File: src/rtl/mips_pkg.sv
// Shared MIPS constants: opcodes, functs, ALU control encoding, control FSM states
// and the datapath mux encodings driven by the multicycle sequencer.
package mips_pkg;

  localparam logic [5:0] OP_RTYPE = 6'h00;
  localparam logic [5:0] OP_J     = 6'h02;
  localparam logic [5:0] OP_BEQ   = 6'h04;
  localparam logic [5:0] OP_BNE   = 6'h05;
  localparam logic [5:0] OP_ADDI  = 6'h08;
  localparam logic [5:0] OP_ADDIU = 6'h09;
  localparam logic [5:0] OP_SLTI  = 6'h0A;
  localparam logic [5:0] OP_SLTIU = 6'h0B;
  localparam logic [5:0] OP_ANDI  = 6'h0C;
  localparam logic [5:0] OP_ORI   = 6'h0D;
  localparam logic [5:0] OP_XORI  = 6'h0E;
  localparam logic [5:0] OP_LW    = 6'h23;
  localparam logic [5:0] OP_SW    = 6'h2B;

  localparam logic [5:0] FN_ADD  = 6'h20;
  localparam logic [5:0] FN_ADDU = 6'h21;
  localparam logic [5:0] FN_SUB  = 6'h22;
  localparam logic [5:0] FN_SUBU = 6'h23;
  localparam logic [5:0] FN_AND  = 6'h24;
  localparam logic [5:0] FN_OR   = 6'h25;
  localparam logic [5:0] FN_XOR  = 6'h26;
  localparam logic [5:0] FN_NOR  = 6'h27;
  localparam logic [5:0] FN_SLT  = 6'h2A;
  localparam logic [5:0] FN_SLTU = 6'h2B;

  typedef enum logic [2:0] {
    ALU_ADD  = 3'b000,
    ALU_SUB  = 3'b001,
    ALU_AND  = 3'b010,
    ALU_OR   = 3'b011,
    ALU_XOR  = 3'b100,
    ALU_NOR  = 3'b101,
    ALU_SLT  = 3'b110,
    ALU_SLTU = 3'b111
  } alu_ctl_t;

  typedef enum logic [3:0] {
    FETCH   = 4'd0,
    DECODE  = 4'd1,
    MEMADR  = 4'd2,
    MEMRD   = 4'd3,
    MEMWB   = 4'd4,
    MEMWR   = 4'd5,
    RTYPEEX = 4'd6,
    ALUWB   = 4'd7,
    IMMEX   = 4'd8,
    IMMWB   = 4'd9,
    BRANCH  = 4'd10,
    JUMP    = 4'd11
  } state_t;

  typedef enum logic [1:0] {
    SRCB_REG    = 2'b00,
    SRCB_FOUR   = 2'b01,
    SRCB_IMM    = 2'b10,
    SRCB_BR_OFS = 2'b11
  } alu_src_b_t;

  typedef enum logic [1:0] {
    PCSRC_ALU    = 2'b00,
    PCSRC_ALUOUT = 2'b01,
    PCSRC_JUMP   = 2'b10
  } pc_src_t;

endpackage

File: src/rtl/alu_decoder.sv
// Maps R-type funct or I-type opcode to the ALU operation and immediate extension mode.
// funct_legal flags whether an R-type funct is one the datapath supports.
module alu_decoder
  import mips_pkg::*;
(
  input  logic [5:0] op,
  input  logic [5:0] funct,
  output logic [2:0] alu_control,
  output logic       sgn_zero,
  output logic       funct_legal
);

  always_comb begin
    alu_control = ALU_ADD;
    sgn_zero    = 1'b0;
    funct_legal = 1'b0;
    if (op == OP_RTYPE) begin
      funct_legal = 1'b1;
      case (funct)
        FN_ADD, FN_ADDU: alu_control = ALU_ADD;
        FN_SUB, FN_SUBU: alu_control = ALU_SUB;
        FN_AND:          alu_control = ALU_AND;
        FN_OR:           alu_control = ALU_OR;
        FN_XOR:          alu_control = ALU_XOR;
        FN_NOR:          alu_control = ALU_NOR;
        FN_SLT:          alu_control = ALU_SLT;
        FN_SLTU:         alu_control = ALU_SLTU;
        default:         funct_legal = 1'b0;
      endcase
    end else begin
      // addiu/sltiu zero-extend here, as the datapath defines them
      case (op)
        OP_ANDI:  alu_control = ALU_AND;
        OP_ORI:   alu_control = ALU_OR;
        OP_XORI:  alu_control = ALU_XOR;
        OP_ADDI:  begin alu_control = ALU_ADD; sgn_zero = 1'b1; end
        OP_ADDIU: alu_control = ALU_ADD;
        OP_SLTI:  begin alu_control = ALU_SLT; sgn_zero = 1'b1; end
        OP_SLTIU: alu_control = ALU_SLTU;
        default:  alu_control = ALU_ADD;
      endcase
    end
  end

endmodule

File: src/rtl/mc_control_fsm.sv
// Multicycle MIPS control sequencer: drives datapath selects/enables per state,
// stalls FETCH/MEMRD/MEMWR on mem_ready.
//
// state   | meaning
// FETCH   | read instruction at PC, PC+4 when memory ready
// DECODE  | compute branch target, dispatch on op
// MEMADR  | base + sign-extended offset
// MEMRD   | load data read, wait for memory
// MEMWB   | load writeback to rt
// MEMWR   | store write, wait for memory
// RTYPEEX | R-type ALU op
// ALUWB   | R-type writeback to rd
// IMMEX   | I-type ALU op
// IMMWB   | I-type writeback to rt
// BRANCH  | compare, conditionally load branch target
// JUMP    | load jump target
module mc_control_fsm
  import mips_pkg::*;
(
  input  logic       clk,
  input  logic       reset,
  input  logic [5:0] op,
  input  logic [5:0] funct,
  input  logic       zero,
  input  logic       mem_ready,
  output logic       mem_req,
  output logic       iord,
  output logic       mem_write,
  output logic       ir_write,
  output logic       pc_en,
  output logic [1:0] pc_src,
  output logic       alu_src_a,
  output logic [1:0] alu_src_b,
  output logic [2:0] alu_control,
  output logic       sgn_zero,
  output logic       reg_dst,
  output logic       mem_to_reg,
  output logic       reg_write,
  output logic       illegal
);

  state_t     state, state_n;
  logic [2:0] dec_alu;
  logic       dec_sgn;
  logic       dec_funct_ok;

  alu_decoder u_alu_decoder (
    .op          (op),
    .funct       (funct),
    .alu_control (dec_alu),
    .sgn_zero    (dec_sgn),
    .funct_legal (dec_funct_ok)
  );

  always_ff @(posedge clk) begin
    if (reset) state <= FETCH;
    else       state <= state_n;
  end

  always_comb begin
    state_n     = state;
    mem_req     = 1'b0;
    iord        = 1'b0;
    mem_write   = 1'b0;
    ir_write    = 1'b0;
    pc_en       = 1'b0;
    pc_src      = PCSRC_ALU;
    alu_src_a   = 1'b0;
    alu_src_b   = SRCB_REG;
    alu_control = ALU_ADD;
    sgn_zero    = 1'b0;
    reg_dst     = 1'b0;
    mem_to_reg  = 1'b0;
    reg_write   = 1'b0;
    illegal     = 1'b0;
    case (state)
      FETCH: begin
        mem_req   = 1'b1;
        alu_src_b = SRCB_FOUR;
        ir_write  = mem_ready;
        pc_en     = mem_ready;
        if (mem_ready) state_n = DECODE;
      end
      DECODE: begin
        alu_src_b = SRCB_BR_OFS;
        case (op)
          OP_LW, OP_SW: state_n = MEMADR;
          OP_RTYPE: begin
            if (dec_funct_ok) state_n = RTYPEEX;
            else begin
              illegal = 1'b1;
              state_n = FETCH;
            end
          end
          OP_ANDI, OP_ORI, OP_XORI, OP_ADDI,
          OP_ADDIU, OP_SLTI, OP_SLTIU: state_n = IMMEX;
          OP_BEQ, OP_BNE: state_n = BRANCH;
          OP_J:           state_n = JUMP;
          default: begin
            illegal = 1'b1;
            state_n = FETCH;
          end
        endcase
      end
      MEMADR: begin
        alu_src_a = 1'b1;
        alu_src_b = SRCB_IMM;
        sgn_zero  = 1'b1;
        state_n   = (op == OP_SW) ? MEMWR : MEMRD;
      end
      MEMRD: begin
        mem_req = 1'b1;
        iord    = 1'b1;
        if (mem_ready) state_n = MEMWB;
      end
      MEMWB: begin
        reg_write  = 1'b1;
        mem_to_reg = 1'b1;
        state_n    = FETCH;
      end
      MEMWR: begin
        mem_req   = 1'b1;
        iord      = 1'b1;
        mem_write = 1'b1;
        if (mem_ready) state_n = FETCH;
      end
      RTYPEEX: begin
        alu_src_a   = 1'b1;
        alu_control = dec_alu;
        state_n     = ALUWB;
      end
      ALUWB: begin
        reg_write = 1'b1;
        reg_dst   = 1'b1;
        state_n   = FETCH;
      end
      IMMEX: begin
        alu_src_a   = 1'b1;
        alu_src_b   = SRCB_IMM;
        alu_control = dec_alu;
        sgn_zero    = dec_sgn;
        state_n     = IMMWB;
      end
      IMMWB: begin
        reg_write = 1'b1;
        state_n   = FETCH;
      end
      BRANCH: begin
        alu_src_a   = 1'b1;
        alu_control = ALU_SUB;
        pc_src      = PCSRC_ALUOUT;
        pc_en       = (op == OP_BEQ) ? zero : ~zero;
        state_n     = FETCH;
      end
      JUMP: begin
        pc_src  = PCSRC_JUMP;
        pc_en   = 1'b1;
        state_n = FETCH;
      end
      default: state_n = FETCH;
    endcase
    // reset silences the datapath immediately, even mid memory access
    if (reset) begin
      mem_req     = 1'b0;
      iord        = 1'b0;
      mem_write   = 1'b0;
      ir_write    = 1'b0;
      pc_en       = 1'b0;
      pc_src      = PCSRC_ALU;
      alu_src_a   = 1'b0;
      alu_src_b   = SRCB_REG;
      alu_control = ALU_ADD;
      sgn_zero    = 1'b0;
      reg_dst     = 1'b0;
      mem_to_reg  = 1'b0;
      reg_write   = 1'b0;
      illegal     = 1'b0;
    end
  end

endmodule

File: config.mk
export PLATFORM = sky130hd
export DESIGN_NAME = mc_control_fsm
export DESIGN_NICKNAME = d
export VERILOG_FILES = /design/src/rtl/mips_pkg.sv /design/src/rtl/alu_decoder.sv /design/src/rtl/mc_control_fsm.sv
export SDC_FILE = /design/constraint.sdc
export NUM_CORES = 1
export LEC_CHECK = 0
export CAP_MARGIN = 15
export CORE_AREA = 2 2 48 50
export CTS_CLUSTER_SIZE = 40
export DETAILED_ROUTE_END_ITERATION = 8
export DIE_AREA = 0 0 50 52
export PLACE_DENSITY = 0.88
export SLEW_MARGIN = 20
export SYNTH_ARGS = -nofsm -noshare
export SYNTH_HDL_FRONTEND = slang
export SYNTH_HIERARCHICAL = 1
export SYNTH_SLANG_ARGS = --single-unit
export TNS_END_PERCENT = 50
File: constraint.sdc
create_clock -name clk -period 2.56 [get_ports clk]
set_input_delay 0.64 -clock clk [delete_from_list [all_inputs] [get_ports clk]]
set_output_delay 0.64 -clock clk [all_outputs]
set_load 0.05 [all_outputs]
# == After elaboration in Yosys (flattened, before gate mapping) ==
# Index checks and enable logic that the tools add are counted.
# classes
eq_ne,36
muxes,45
bitwise,1
reduce_logical,16
# op_table
operator,n
"== test 6 bit, second input constant",12
"== test 6 x 4 -> 1 bit, second input constant",7
case mux 4 bit (7 select lines),1
two-way mux 1 bit,26
case mux 3 bit (7 select lines),1
case mux 4 bit (5 select lines),1
"== test 4 x 3 -> 1 bit, second input constant",4
"== test 4 bit, second input constant",4
case mux 3 bit (5 select lines),1
OR reduction 2 bit,7
"== test 6 x 3 -> 1 bit, second input constant",2
two-way mux 3 bit,4
two-way mux 4 bit,3
OR reduction 12 bit,1
OR reduction 10 bit,1
"== test 4 x 2 -> 1 bit, second input constant",2
OR reduction 7 bit,1
"== test 6 x 2 -> 1 bit, second input constant",1
logical NOT 6 bit,1
"inequality test 2 bit, second input constant",3
case mux 2 bit (3 select lines),1
case mux 3 bit (2 select lines),1
OR reduction 3 bit,2
"== test 4 x 1 -> 1 bit, second input constant",1
8 further kinds,10
# totals
reg_bits,4
out_inout_bits,18
wordCells,99

# == Logic depth before layout (Yosys ltp) ==
# Gate-level depths: netlist (run 1).
# depth
depth_word,8
ltp_mapped,7
mapped_depth_nobuf,7

# == By module ==
# The synthesis (run 1) kept the hierarchy.
# modules_own_cells
mod,n_inst,cells_each,area_per_inst_um2,seq_area_each_um2
mc_control_fsm,1,110,718.2,80.1
alu_decoder,1,22,145.1,0.0

# == Worst setup path after synthesis (run 1) ==
# Ideal clock, no wire load.
# synth_timing
path_type,input-to-output
startpoint,input port reset
endpoint,output port alu_src_a
t_arrival_ns,3.250
t_required_ns,1.920
slack_ns,-1.330
path_stages,2
n_path_buf,1
cell_sequence,clkbuf_1 > a2111oi_0
# synth_between
elab_chain_len,1
# synth_lines
element,line,source
from (decl),mc_control_fsm.sv:21,"input logic reset,"
two-way mux 1 bit,mc_control_fsm.sv:163,if (reset) begin
to (decl),mc_control_fsm.sv:32,"output logic alu_src_a,"
# Every way passes these cells.

# == Final worst setup path (run 1) ==
# layout_timing
startpoint,input port op[1]
endpoint,output port alu_control[2]
# layout_between
elab_chain_len,5
# layout_lines
element,line,source
from (decl),mc_control_fsm.sv:22,"input logic [5:0] op,"
== test 6 x 4 -> 1 bit,alu_decoder.sv:32,case (op)
case mux 3 bit (5 select lines),alu_decoder.sv:32,
two-way mux 3 bit *,alu_decoder.sv:17,if (op == OP_RTYPE) begin
named net dec_alu[2],mc_control_fsm.sv:43,logic [2:0] dec_alu;
case mux 3 bit (2 select lines) *,mc_control_fsm.sv:76,case (state)
two-way mux 3 bit *,mc_control_fsm.sv:163,
to (decl),mc_control_fsm.sv:34,"output logic [2:0] alu_control,"
# The timed path passes the listed nets; every way through them passes the cells marked *.

==> results of run 1 <==
## worst max-delay path, stage by stage
cell	delay, ns
buf_8	0.11
nor4b_4	0.38
nand3_4	0.15
buf_4	0.17
buf_6	0.11
o22ai_2	0.20
and2_4	0.20
buf_12	0.13
## kinds of logic after synthesis
family	count (synthesis)	share of synthesized area (%)
compound gates	32	25.5
xor+xnor	3	3.04
buf+inv	14	8.12
flops	4	9.28
mux	3	3.62
simple gates	76	50.4
## cell type report
type,count,area [µm²]
timing repair buffer,65,739
multi-input combinational,114,938
tap,28,35.0
clock buffer,3,22.5
sequential,4,86.3
fill,92,277
inverter,2,7.51
## stage by stage
stage / hold WS (ns) / TNS (ns)
after floorplan: 0.560 / -1.85
after global placement: 0.738 / -1.79
after detailed placement: 0.758 / -2.16
after CTS: 0.770 / -0.154
after global routing: 0.679 / -0.685
final: 0.671 / -0.418
## synth_stat cells (2+ instances only)
cell / count
a21oi_1: 8
a22oi_1: 2
dfxtp_1: 4
nand2b_1: 8
o2bb2ai_1: 2
clkbuf_1: 3
o21ai_0: 5
xnor2_1: 3
nor2b_1: 11
nor3_1: 12
buf_2: 8
nand3_1: 2
o31ai_1: 3
nand2_1: 11
inv_1: 2
a21o_1: 2
nor2_1: 14
nor4_1: 5
mux2i_1: 2
and2_1: 2
o22ai_1: 2
## routing by layer
metal | vias up | track usage [%] | wire (µm)
li1 | 595 | - | -
met1 | 632 | 38.4 | 1700
met2 | 101 | 57.9 | 2250
met3 | 30 | 6.90 | 279
met4 | 0 | 16.2 | 376
met5 | - | 0 | 0
## what timing repair did
item | 4_1_cts | 5_1_grt
setup buffers | 3 | 2
gates resized for setup | 71 | 18
gates cloned | 0 | 0
setup endpoints to repair | 10 | 8
pin swaps | 14 | 9
## path summary, 6_finish.rpt
check,start,cells after the start,to
worst max-delay path,op[1],8,alu_control[2]
worst min-delay path,state[3]$_SDFFE_PP0P_,1,state[0]$_SDFFE_PP0P_
worst max register to register,state[0]$_SDFFE_PP0P_,5,state[2]$_SDFFE_PP0P_
worst min register to register,state[3]$_SDFFE_PP0P_,1,state[0]$_SDFFE_PP0P_
## where the power goes
part | internal, mW | leakage (nW) | switching [mW]
clock | 0.0525 | 0.0138 | 0.0268
combinational | 0.115 | 0.653 | 0.141
sequential | 0.0650 | 0.0341 | 0.00950
total | 0.233 | 0.701 | 0.177
==> impl_metrics.tcl, run 1 <==
set metrics [dict create \
    netlist-cell-type-count 42 \
    arrival_ns 2.10 \
    start_util_pct 41.0 \
    port_buffers 33 \
    final_common_cell "buf_4" \
    drt-initial-drc-count 69 \
    finalCritPeriodShare_pct 107 \
    mappedNetlistNets 148 \
    skew_ns 0.00466 \
    worstPathRequired_ns 1.92 \
    critPathKind "primary input to output pin" \
    synth_ff_type "dfxtp_1" \
    fin_util_pct 86.9 \
    antenna_found_initial 0 \
    status "finished, violations left" \
    insertion_delay_ns 0.24 \
    async_flop_share_pct 0 \
    wire_per_inst_um 21.3 \
    place_hpwl_um 2530 \
    drt_pre_antenna_iters 4 \
    synth-edff-count 0 \
    clockBufferDepth 2 \
    cts_root_buf "clkbuf_4" \
    hold_buffers 0 \
    fp.dieW_um 50 \
    worst_setup_path_start_kind "primary input" \
    final_nets 206 \
    viasPerCell 6.29 \
    finalHoldViolations 0 \
    fmax_ghz 0.365 \
    ant_nets 0 \
    synth_cells 132 \
    cts.clk_slew.worst_paths_ns 0.04 \
    end_kind "output pin" \
    hold_class "flip-flop to flip-flop" \
    grt_overflow 0 \
    grt_pass1_wl_um 6570 \
    wl_um 4600 \
    cp_max_fo 3 \
    worst_pin_slew_ns 0.505 \
    grt_start_max_net_pins 22 \
    rrSetupSlack_ns 0.89 \
    p_leak_nw 0.701 \
    post-route-drc-count 0 \
    top_regs "state (4)" \
    post-place-ws_ns -0.468 \
    ios 34 \
    violations "setup timing" \
    slew_headroom_pct 66.3 \
    maxSlewViolCount 0 \
    rsz0062_at_grt "true" \
    syn-cell-area_um2 863 \
    h-tree-depth 1 \
    track_usage_pct 33.2 \
    place_area_um2 1580 \
    cellPowerDensity_nw_per_um2 224 \
    final_cell_area_um2 1830 \
    cap_viol_max_count 0 \
    antenna_cells 0 \
    finalPower_uw 410 \
    syn_area_per_cell_um2 6.54 \
    ys_warn_count 6 \
    drive_gt1_share_pct 54.3 \
    yosys.area.top_type_share_pct 9.28 \
    placeableCoreArea_um2 2110 \
    post-place-cells 208 \
    grt_pass1_vias 1334 \
    largest_reg_flops 4 \
    cts-buffers-inserted 3 \
    finalCriticalPeriod_ns 2.74 \
    regMostFlops "state" \
    die_area_um2 2600 \
    final_cell_count_no_fill 216 \
    tritoncts "built" \
    gp_congestion 0.957 \
    seq_area_frac_synth_pct 9.28 \
    postLayoutSetupSlackWorst_ns -0.181 \
    synthTopCellsByArea "dfxtp_1, nor2b_1, nor3_1" \
    dieHeight_um 52 \
    vdd_ir_drop_max_mv 0.261 \
    ys_seq_elements 4 \
    std_cell_rows 17 \
    setup-violations-final 6 \
    clock_sinks 4 \
    mostFrequentLayoutCells "buf_4, buf_12, nand2_1, nor2_1, nor2b_1" \
    area_growth_pct 112 \
    vias 1358 \
    synth_top_cell_by_area "dfxtp_1" \
]
(Power assumes the default switching activity.)
==> inputs of run 2 (changes only) <==
--- a/config.mk
+++ b/config.mk
@@ -7,9 +7,10 @@
 export LEC_CHECK = 0
 export CAP_MARGIN = 15
 export CORE_AREA = 2 2 48 50
-export CTS_CLUSTER_SIZE = 40
+export CTS_CLUSTER_SIZE = 12
 export DETAILED_ROUTE_END_ITERATION = 8
 export DIE_AREA = 0 0 50 52
+export GPL_ROUTABILITY_DRIVEN = 0
 export PLACE_DENSITY = 0.88
 export SLEW_MARGIN = 20
 export SYNTH_ARGS = -nofsm -noshare
==> results of run 2 <==
The final DEF is identical to that of run 1; final timing and power are the same.
